File: config.mk
export PLATFORM = sky130hd
export DESIGN_NAME = bram_arb_2p
export DESIGN_NICKNAME = d
export VERILOG_FILES = /design/src/rtl/bram_arb_2p.sv
export SDC_FILE = /design/constraint.sdc
export NUM_CORES = 1
export LEC_CHECK = 0
export BUFFER_PORTS_ARGS = -buffer_cell sky130_fd_sc_hd__buf_2
export CAP_MARGIN = 15
export CORE_ASPECT_RATIO = 1.5
export CORE_MARGIN = 3
export CORE_UTILIZATION = 42
export CTS_CLUSTER_SIZE = 20
export DETAILED_ROUTE_END_ITERATION = 16
export PLACE_DENSITY = 0.84
export REMOVE_ABC_BUFFERS = 1
export SLEW_MARGIN = 20
export SYNTH_ARGS = -nofsm -noshare
export SYNTH_HDL_FRONTEND = slang
export SYNTH_SLANG_ARGS = --single-unit
File: constraint.sdc
create_clock -name clk -period 2.8 [get_ports clk]
set_input_delay 0 -clock clk [delete_from_list [all_inputs] [get_ports clk]]
set_output_delay 0 -clock clk [all_outputs]
set_load 0.05 [all_outputs]
File: src/rtl/bram_arb_2p.sv
// Shares one simple-dual-port BRAM between requester A (host) and requester B (NTT engine).
// Write and read channels are arbitrated independently; read-valid strobes are returned one cycle after the grant.
module bram_arb_2p #(
    parameter int AW = 15,
    parameter int DW = 18,
    parameter int RR = 1
) (
    input  logic          clk,
    input  logic          rst_n,
    input  logic          a_req,
    input  logic          a_we,
    input  logic          a_lock,
    input  logic [AW-1:0] a_addr,
    input  logic [DW-1:0] a_din,
    output logic          a_gnt,
    output logic          a_rvalid,
    output logic [DW-1:0] a_rdata,
    input  logic          b_req,
    input  logic          b_we,
    input  logic          b_lock,
    input  logic [AW-1:0] b_addr,
    input  logic [DW-1:0] b_din,
    output logic          b_gnt,
    output logic          b_rvalid,
    output logic [DW-1:0] b_rdata,
    output logic          ram_wr_en,
    output logic [AW-1:0] ram_wr_addr,
    output logic [DW-1:0] ram_wr_din,
    output logic [AW-1:0] ram_rd_addr,
    input  logic [DW-1:0] ram_rd_dout
);

    typedef struct packed {
        logic go;    // channel is granted to someone this cycle
        logic win;   // 0 = A, 1 = B
        logic lock;  // winner asked to keep the channel
    } arb_t;

    logic          r_wptr, r_rptr;
    logic          r_wlocked, r_rlocked;
    logic          r_wowner, r_rowner;
    logic          r_a_rvalid, r_b_rvalid;
    logic [AW-1:0] r_wr_addr, r_rd_addr;
    logic [DW-1:0] r_wr_din;
    arb_t          w_wr, w_rd;

    function automatic arb_t arbitrate(
        input logic en, input logic ra, input logic rb, input logic a_lk, input logic b_lk,
        input logic ptr, input logic locked, input logic owner
    );
        arb_t res;
        logic hold;
        // A locked owner keeps the channel only while it still asks for it with lock set.
        hold    = locked && (owner ? (rb && b_lk) : (ra && a_lk));
        res.go  = en && (ra || rb);
        if (hold)
            res.win = owner;
        else if (ra && rb)
            res.win = (RR != 0) ? ptr : 1'b0;
        else
            res.win = rb;
        res.lock = res.win ? b_lk : a_lk;
        return res;
    endfunction

    assign w_wr = arbitrate(rst_n, a_req && a_we, b_req && b_we, a_lock, b_lock,
                            r_wptr, r_wlocked, r_wowner);
    assign w_rd = arbitrate(rst_n, a_req && !a_we, b_req && !b_we, a_lock, b_lock,
                            r_rptr, r_rlocked, r_rowner);

    assign a_gnt = (w_wr.go && !w_wr.win) || (w_rd.go && !w_rd.win);
    assign b_gnt = (w_wr.go &&  w_wr.win) || (w_rd.go &&  w_rd.win);

    // Idle channels replay the last driven address/data so the RAM pins do not toggle.
    assign ram_wr_en   = w_wr.go;
    assign ram_wr_addr = w_wr.go ? (w_wr.win ? b_addr : a_addr) : r_wr_addr;
    assign ram_wr_din  = w_wr.go ? (w_wr.win ? b_din  : a_din)  : r_wr_din;
    assign ram_rd_addr = w_rd.go ? (w_rd.win ? b_addr : a_addr) : r_rd_addr;

    assign a_rvalid = r_a_rvalid;
    assign b_rvalid = r_b_rvalid;
    assign a_rdata  = ram_rd_dout;
    assign b_rdata  = ram_rd_dout;

    // NOTE: all state here uses non-blocking assignments so every register samples pre-edge values.
    always_ff @(posedge clk or negedge rst_n) begin
        if (!rst_n) begin
            r_wptr     <= 1'b0;
            r_rptr     <= 1'b0;
            r_wlocked  <= 1'b0;
            r_rlocked  <= 1'b0;
            r_wowner   <= 1'b0;
            r_rowner   <= 1'b0;
            r_a_rvalid <= 1'b0;
            r_b_rvalid <= 1'b0;
            r_wr_addr  <= '0;
            r_wr_din   <= '0;
            r_rd_addr  <= '0;
        end else begin
            r_a_rvalid <= w_rd.go && !w_rd.win;
            r_b_rvalid <= w_rd.go &&  w_rd.win;

            if (w_wr.go) begin
                r_wr_addr <= ram_wr_addr;
                r_wr_din  <= ram_wr_din;
                r_wlocked <= w_wr.lock;
                r_wowner  <= w_wr.win;
                // While locked the pointer parks on the other requester, ready for release.
                if (w_wr.lock || (w_wr.win == r_wptr))
                    r_wptr <= !w_wr.win;
            end else begin
                r_wlocked <= 1'b0;
            end

            if (w_rd.go) begin
                r_rd_addr <= ram_rd_addr;
                r_rlocked <= w_rd.lock;
                r_rowner  <= w_rd.win;
                if (w_rd.lock || (w_rd.win == r_rptr))
                    r_rptr <= !w_rd.win;
            end else begin
                r_rlocked <= 1'b0;
            end
        end
    end

endmodule
== Word level (Yosys, flattened, before mapping) ==
Index checks and enable logic that the tools add are counted.
Word-level totals
  bits in read-only memories: 0
  memory bits (writable): 0
  bits of input ports: 92
  bits in latches: 0
  output and inout bits: 89
  register bits after elaboration: 56
  memories kept: 0
Cells by class
  equal/unequal tests: 2
  bitwise gates (word level): 0
  reduce and logical (&&, ||, !) cells: 30
  multipliers: 0
  div/mod/pow operators: 0
  multiplexer cells: 16
  $lt $le $gt $ge: 0
  shift operators: 0
  add/sub/neg operators: 0
Operators with widths (number)
  $mux 15: 4
  $mux 18: 2
  $logic_and 1x1->1: 18
  $mux 1: 10
  $logic_or 1x1->1: 6
  $logic_not 1->1: 4
  $reduce_and 2->1: 2
  $eq 1x1->1: 2

== Longest topological paths before layout ==
  word-level depth: 9
  gate-level depth with buffers: 8

== Least setup slack after synthesis ==
OpenSTA, ideal clock, no wires.
  kind: flip-flop to output port
  start: register r_wptr
  end: output a_gnt
  cell stages (with the launch flop): 6
  path slack: 0.478 ns
  arrival time: 2.322 ns
  cell sequence: dfrtp_1 -> a21o_1 -> a221oi_4 -> buf_2 -> nor2_1 -> o21ai_0
On the way
  cells in the longest elaborated chain, start to end: 5
RTL lines
  start, declared: line 39  | logic r_wptr, r_rptr;
  start signal, assigned: line 110  | r_wptr <= !w_wr.win;
  $mux 1: line 58  | else if (ra && rb)
  $mux 1: line 56  | if (hold)
  $logic_not 1->1: line 71  | assign a_gnt = (w_wr.go && !w_wr.win) || (w_rd.go && !w_rd.win);
  $logic_and 1x1->1: line 71
  $logic_or 1x1->1: line 71
  end, declared: line 15  | output logic a_gnt,
No other way between the ends.

== Worst setup path after layout ==
  start: register r_rptr
  end: output ram_rd_addr[1]
On the way
  cells in the longest elaborated chain, start to end: 4
RTL lines
  start, declared: line 39
  start signal, assigned: line 120  | r_rptr <= !w_rd.win;
  $mux 1: line 58
  $mux 1: line 56
  $mux 15 (2 in series): line 78  | assign ram_rd_addr = w_rd.go ? (w_rd.win ? b_addr : a_addr) : r_rd_addr;
  end, declared: line 29  | output logic [AW-1:0] ram_rd_addr,
No other way between the ends.

==> flow_metrics.py <==
metrics = {
    "placement": {
        "post-dp-hpwl_um": 6990,
        "post-place-ws_ns": 0.716,
        "gp_congestion": 0.774,
        "io_buffer_count": 126,
    },
    "setup_path": {
        "critical_path_class": "reg2out",
        "cp.arrival_ns": 2.40,
        "critPathMaxStageDelay_ns": 0.41,
        "required_ns": 2.80,
        "end_kind": "primary output",
        "worst_setup_path_start_kind": "flop",
        "path_cells": "a21o_1 -> a221oi_2 -> nand2b_1 -> buf_4 -> o221ai_1 -> buf_2",
        "reg2reg_slack_ns": 0.80,
        "cp_slowest_cell": "nand2b_1",
        "crit_fanout": 23,
    },
    "timing": {
        "hold_viol": 0,
        "tightest_slew_ns": 0.691,
        "tns_ns": 0,
        "rsz0062_at_grt": "false",
        "fmax_mhz": 416,
        "maxSlewHeadroom_pct": 53.9,
        "finalCritPeriodShare_pct": 85.8,
        "setup_slack_ns": 0.398,
        "fin_skew_ns": 0.00634,
        "slew_violations": 0,
        "period_needed_ns": 2.40,
        "setup_violations": 0,
        "hold_slack_ns": 0.0000551,
    },
    "yosys": {
        "ys_warn_count": 0,
        "synth_area_um2": 3430,
        "syn_inst": 390,
        "ys_ff_latch": 56,
        "yosys.area.top_type": "dfrtp_1",
        "avgSynthCellArea_um2": 8.78,
        "synth_area_leaders": "dfrtp_1 41%, o211ai_1 22%, nand2_1 9.6%, buf_4 8.1%, o221ai_1 7.7%",
        "yosysSeqAreaShare_pct": 40.9,
        "ys_types": 22,
        "synth_largest_type_area_fraction_pct": 40.9,
    },
    "route": {
        "firstDrtPassIters": 4,
        "wl_per_cell_um": 17.7,
        "routed_wl_um": 10100,
        "vias": 3329,
        "via_per_inst": 5.84,
        "ant_nets": 0,
        "drtIter0Drc": 146,
        "drc": 0,
    },
    "cells_and_area": {
        "nets": 559,
        "multiInputGateArea_um2": 1530,
        "final-seq-area_um2": 1400,
        "antenna_cells": 0,
        "final_layout_size_suffix_gt1_share_pct": 31.4,
        "fillers": 725,
        "syn_to_final_growth_pct": 17.8,
    },
    "floorplan": {
        "die_area_um2": 9300,
        "core_um2": 7760,
        "initial_core_util_pct": 44.2,
        "ios": 181,
        "die_w_um": 79.7,
        "fp.dieH_um": 117,
        "core.rowCount": 39,
    },
    "grt": {
        "grt_pass1_wl_um": 15800,
        "grt_overflow": 0,
        "grt_use_total_pct": 21.5,
        "grt_pass1_vias": 3268,
        "grt_start_max_net_pins": 92,
        "grt_antenna_before_repair": 0,
    },
    "clock_tree": {
        "cts_max_path_buffers": 2,
        "cts_root_buf": "clkbuf_16",
        "post_cts_resized": 0,
        "clk_pin_slew_ns": 0.06,
        "cts_tree": "built",
        "insertion_delay_ns": 0.29,
        "ctsHtreeMaxLevel": 2,
        "cts_buffers": 5,
        "cts.sinks": 56,
    },
    "pwr": {
        "clkPwrFrac_pct": 22.7,
        "p_leak_nw": 1.88,
        "peakVddDrop_mv": 0.502,
        "p_int_mw": 1.61,
        "finalPower_mw": 2.78,
        "swShare_pct": 42.1,
        "p_sw_mw": 1.17,
        "pwr-share-seq_pct": 35.7,
        "combPwrFrac_pct": 41.6,
        "powerDensity_nw_per_um2": 689,
    },
    "job": {
        "drv_cap": 0,
    },
    "min_path": {
        "min-delay-path-class": "in2out",
    },
    "outcome": {
        "status": "finished clean",
    },
}
[cell type report]
cell class              instances  area share, %
clock buffers                   8           3.63
inverters                      18           1.67
multi-input cells             246           38.0
flip-flops and latches         56           34.7
well taps                     102           3.16
repair buffers                140           18.9
[routing by layer]
layer | global-route usage (%) | part of all wire (%) | vias to the layer above
met5 | 5.00 | 0.35 | -
li1 | - | - | 1563
met3 | 7.48 | 9.8 | 16
met4 | 7.89 | 2.4 | 2
met1 | 24.8 | 39 | 1592
met2 | 36.2 | 48 | 156
[stage by stage]
step | cell area (um^2) | utilization [%] | instances
after floorplan | 3000 | - | 320
after global placement | 3850 | 49.6 | 558
after detailed placement | 3850 | 49.6 | 558
after CTS | 4040 | 52.0 | 570
after global routing | 4040 | 52.0 | 570
final | 4040 | 52.0 | 570
[cells in the final DEF, fill, tap and decap left out, types with 10 or more instances in the layout]
cell and instances:
dfrtp_1 56, o221ai_1 30, nand2_1 88, buf_4 10, buf_2 125, inv_1 17
o211ai_1 100
[Yosys cell counts]
library cell,instances
clkbuf_1,15
a21oi_1,5
a21o_1,4
o21ai_0,5
inv_1,17
nand2_1,88
a221oi_4,1
buf_2,16
nor2_1,5
inv_2,1
buf_6,1
nor2b_1,1
buf_1,1
o21ai_1,1
o221ai_1,30
buf_4,37
o211ai_1,100
dfrtp_1,56
nand2b_1,3
or2_1,1
a221oi_2,1
nand3b_1,1
[critical path: cells and delay by family, from the launching register on]
family	cells	cell delay [ns]
DFF	1	0.40
buffers and inverters	2	0.59
AOI/OAI and AO/OA	3	0.71
and+or+nand+nor	1	0.41
[flip-flops by register name (all words and copies together), names as in the netlist]
| signal | count |
|---|---|
| r_wr_din | 18 |
| r_rd_addr | 15 |
| r_wr_addr | 15 |
| a_rvalid | 1 |
| b_rvalid | 1 |
| r_rlocked | 1 |
| r_rowner | 1 |
| r_rptr | 1 |
| r_wlocked | 1 |
| r_wowner | 1 |
| r_wptr | 1 |
[power by group through the flow]
stage	clock network (mW)	registers (mW)	logic, mW
2_1_floorplan	0	1.00	0.841
3_3_place_gp	0	1.00	1.13
3_5_place_dp	0	1.01	1.15
4_1_cts	0.653	0.992	1.16
5_1_grt	0.673	1.01	1.24
6_report	0.632	0.993	1.16
[cell families (layout without fill, tap and decap cells)]
group           Yosys count  in the layout  synth area share (%)
flops                    56             56                  40.9
compound gates          147            147                  33.3
buf+inv                  88            166                  14.5
simple gates             99             99                  11.3
[worst paths after layout]
check | from | to | cells after the start
min in group asynchronous | rst_n | b_rvalid | 3
max in group asynchronous | rst_n | r_wr_addr[12] | 3
worst min register to register | r_rd_addr[14] | r_rd_addr[14] | 2
worst max-delay path | r_rptr | ram_rd_addr[1] | 6
worst min-delay path | ram_rd_dout[10] | b_rdata[10] | 0
worst max register to register | r_rptr | r_rd_addr[1] | 5
[timing repair]
item | 4_1_cts | 5_1_grt
endpoints found under the hold margin | 59 | 0
buffers inserted | 0 | 0
hold buffers | 4 | 0
Note: power is estimated with default switching activity, not from simulation.
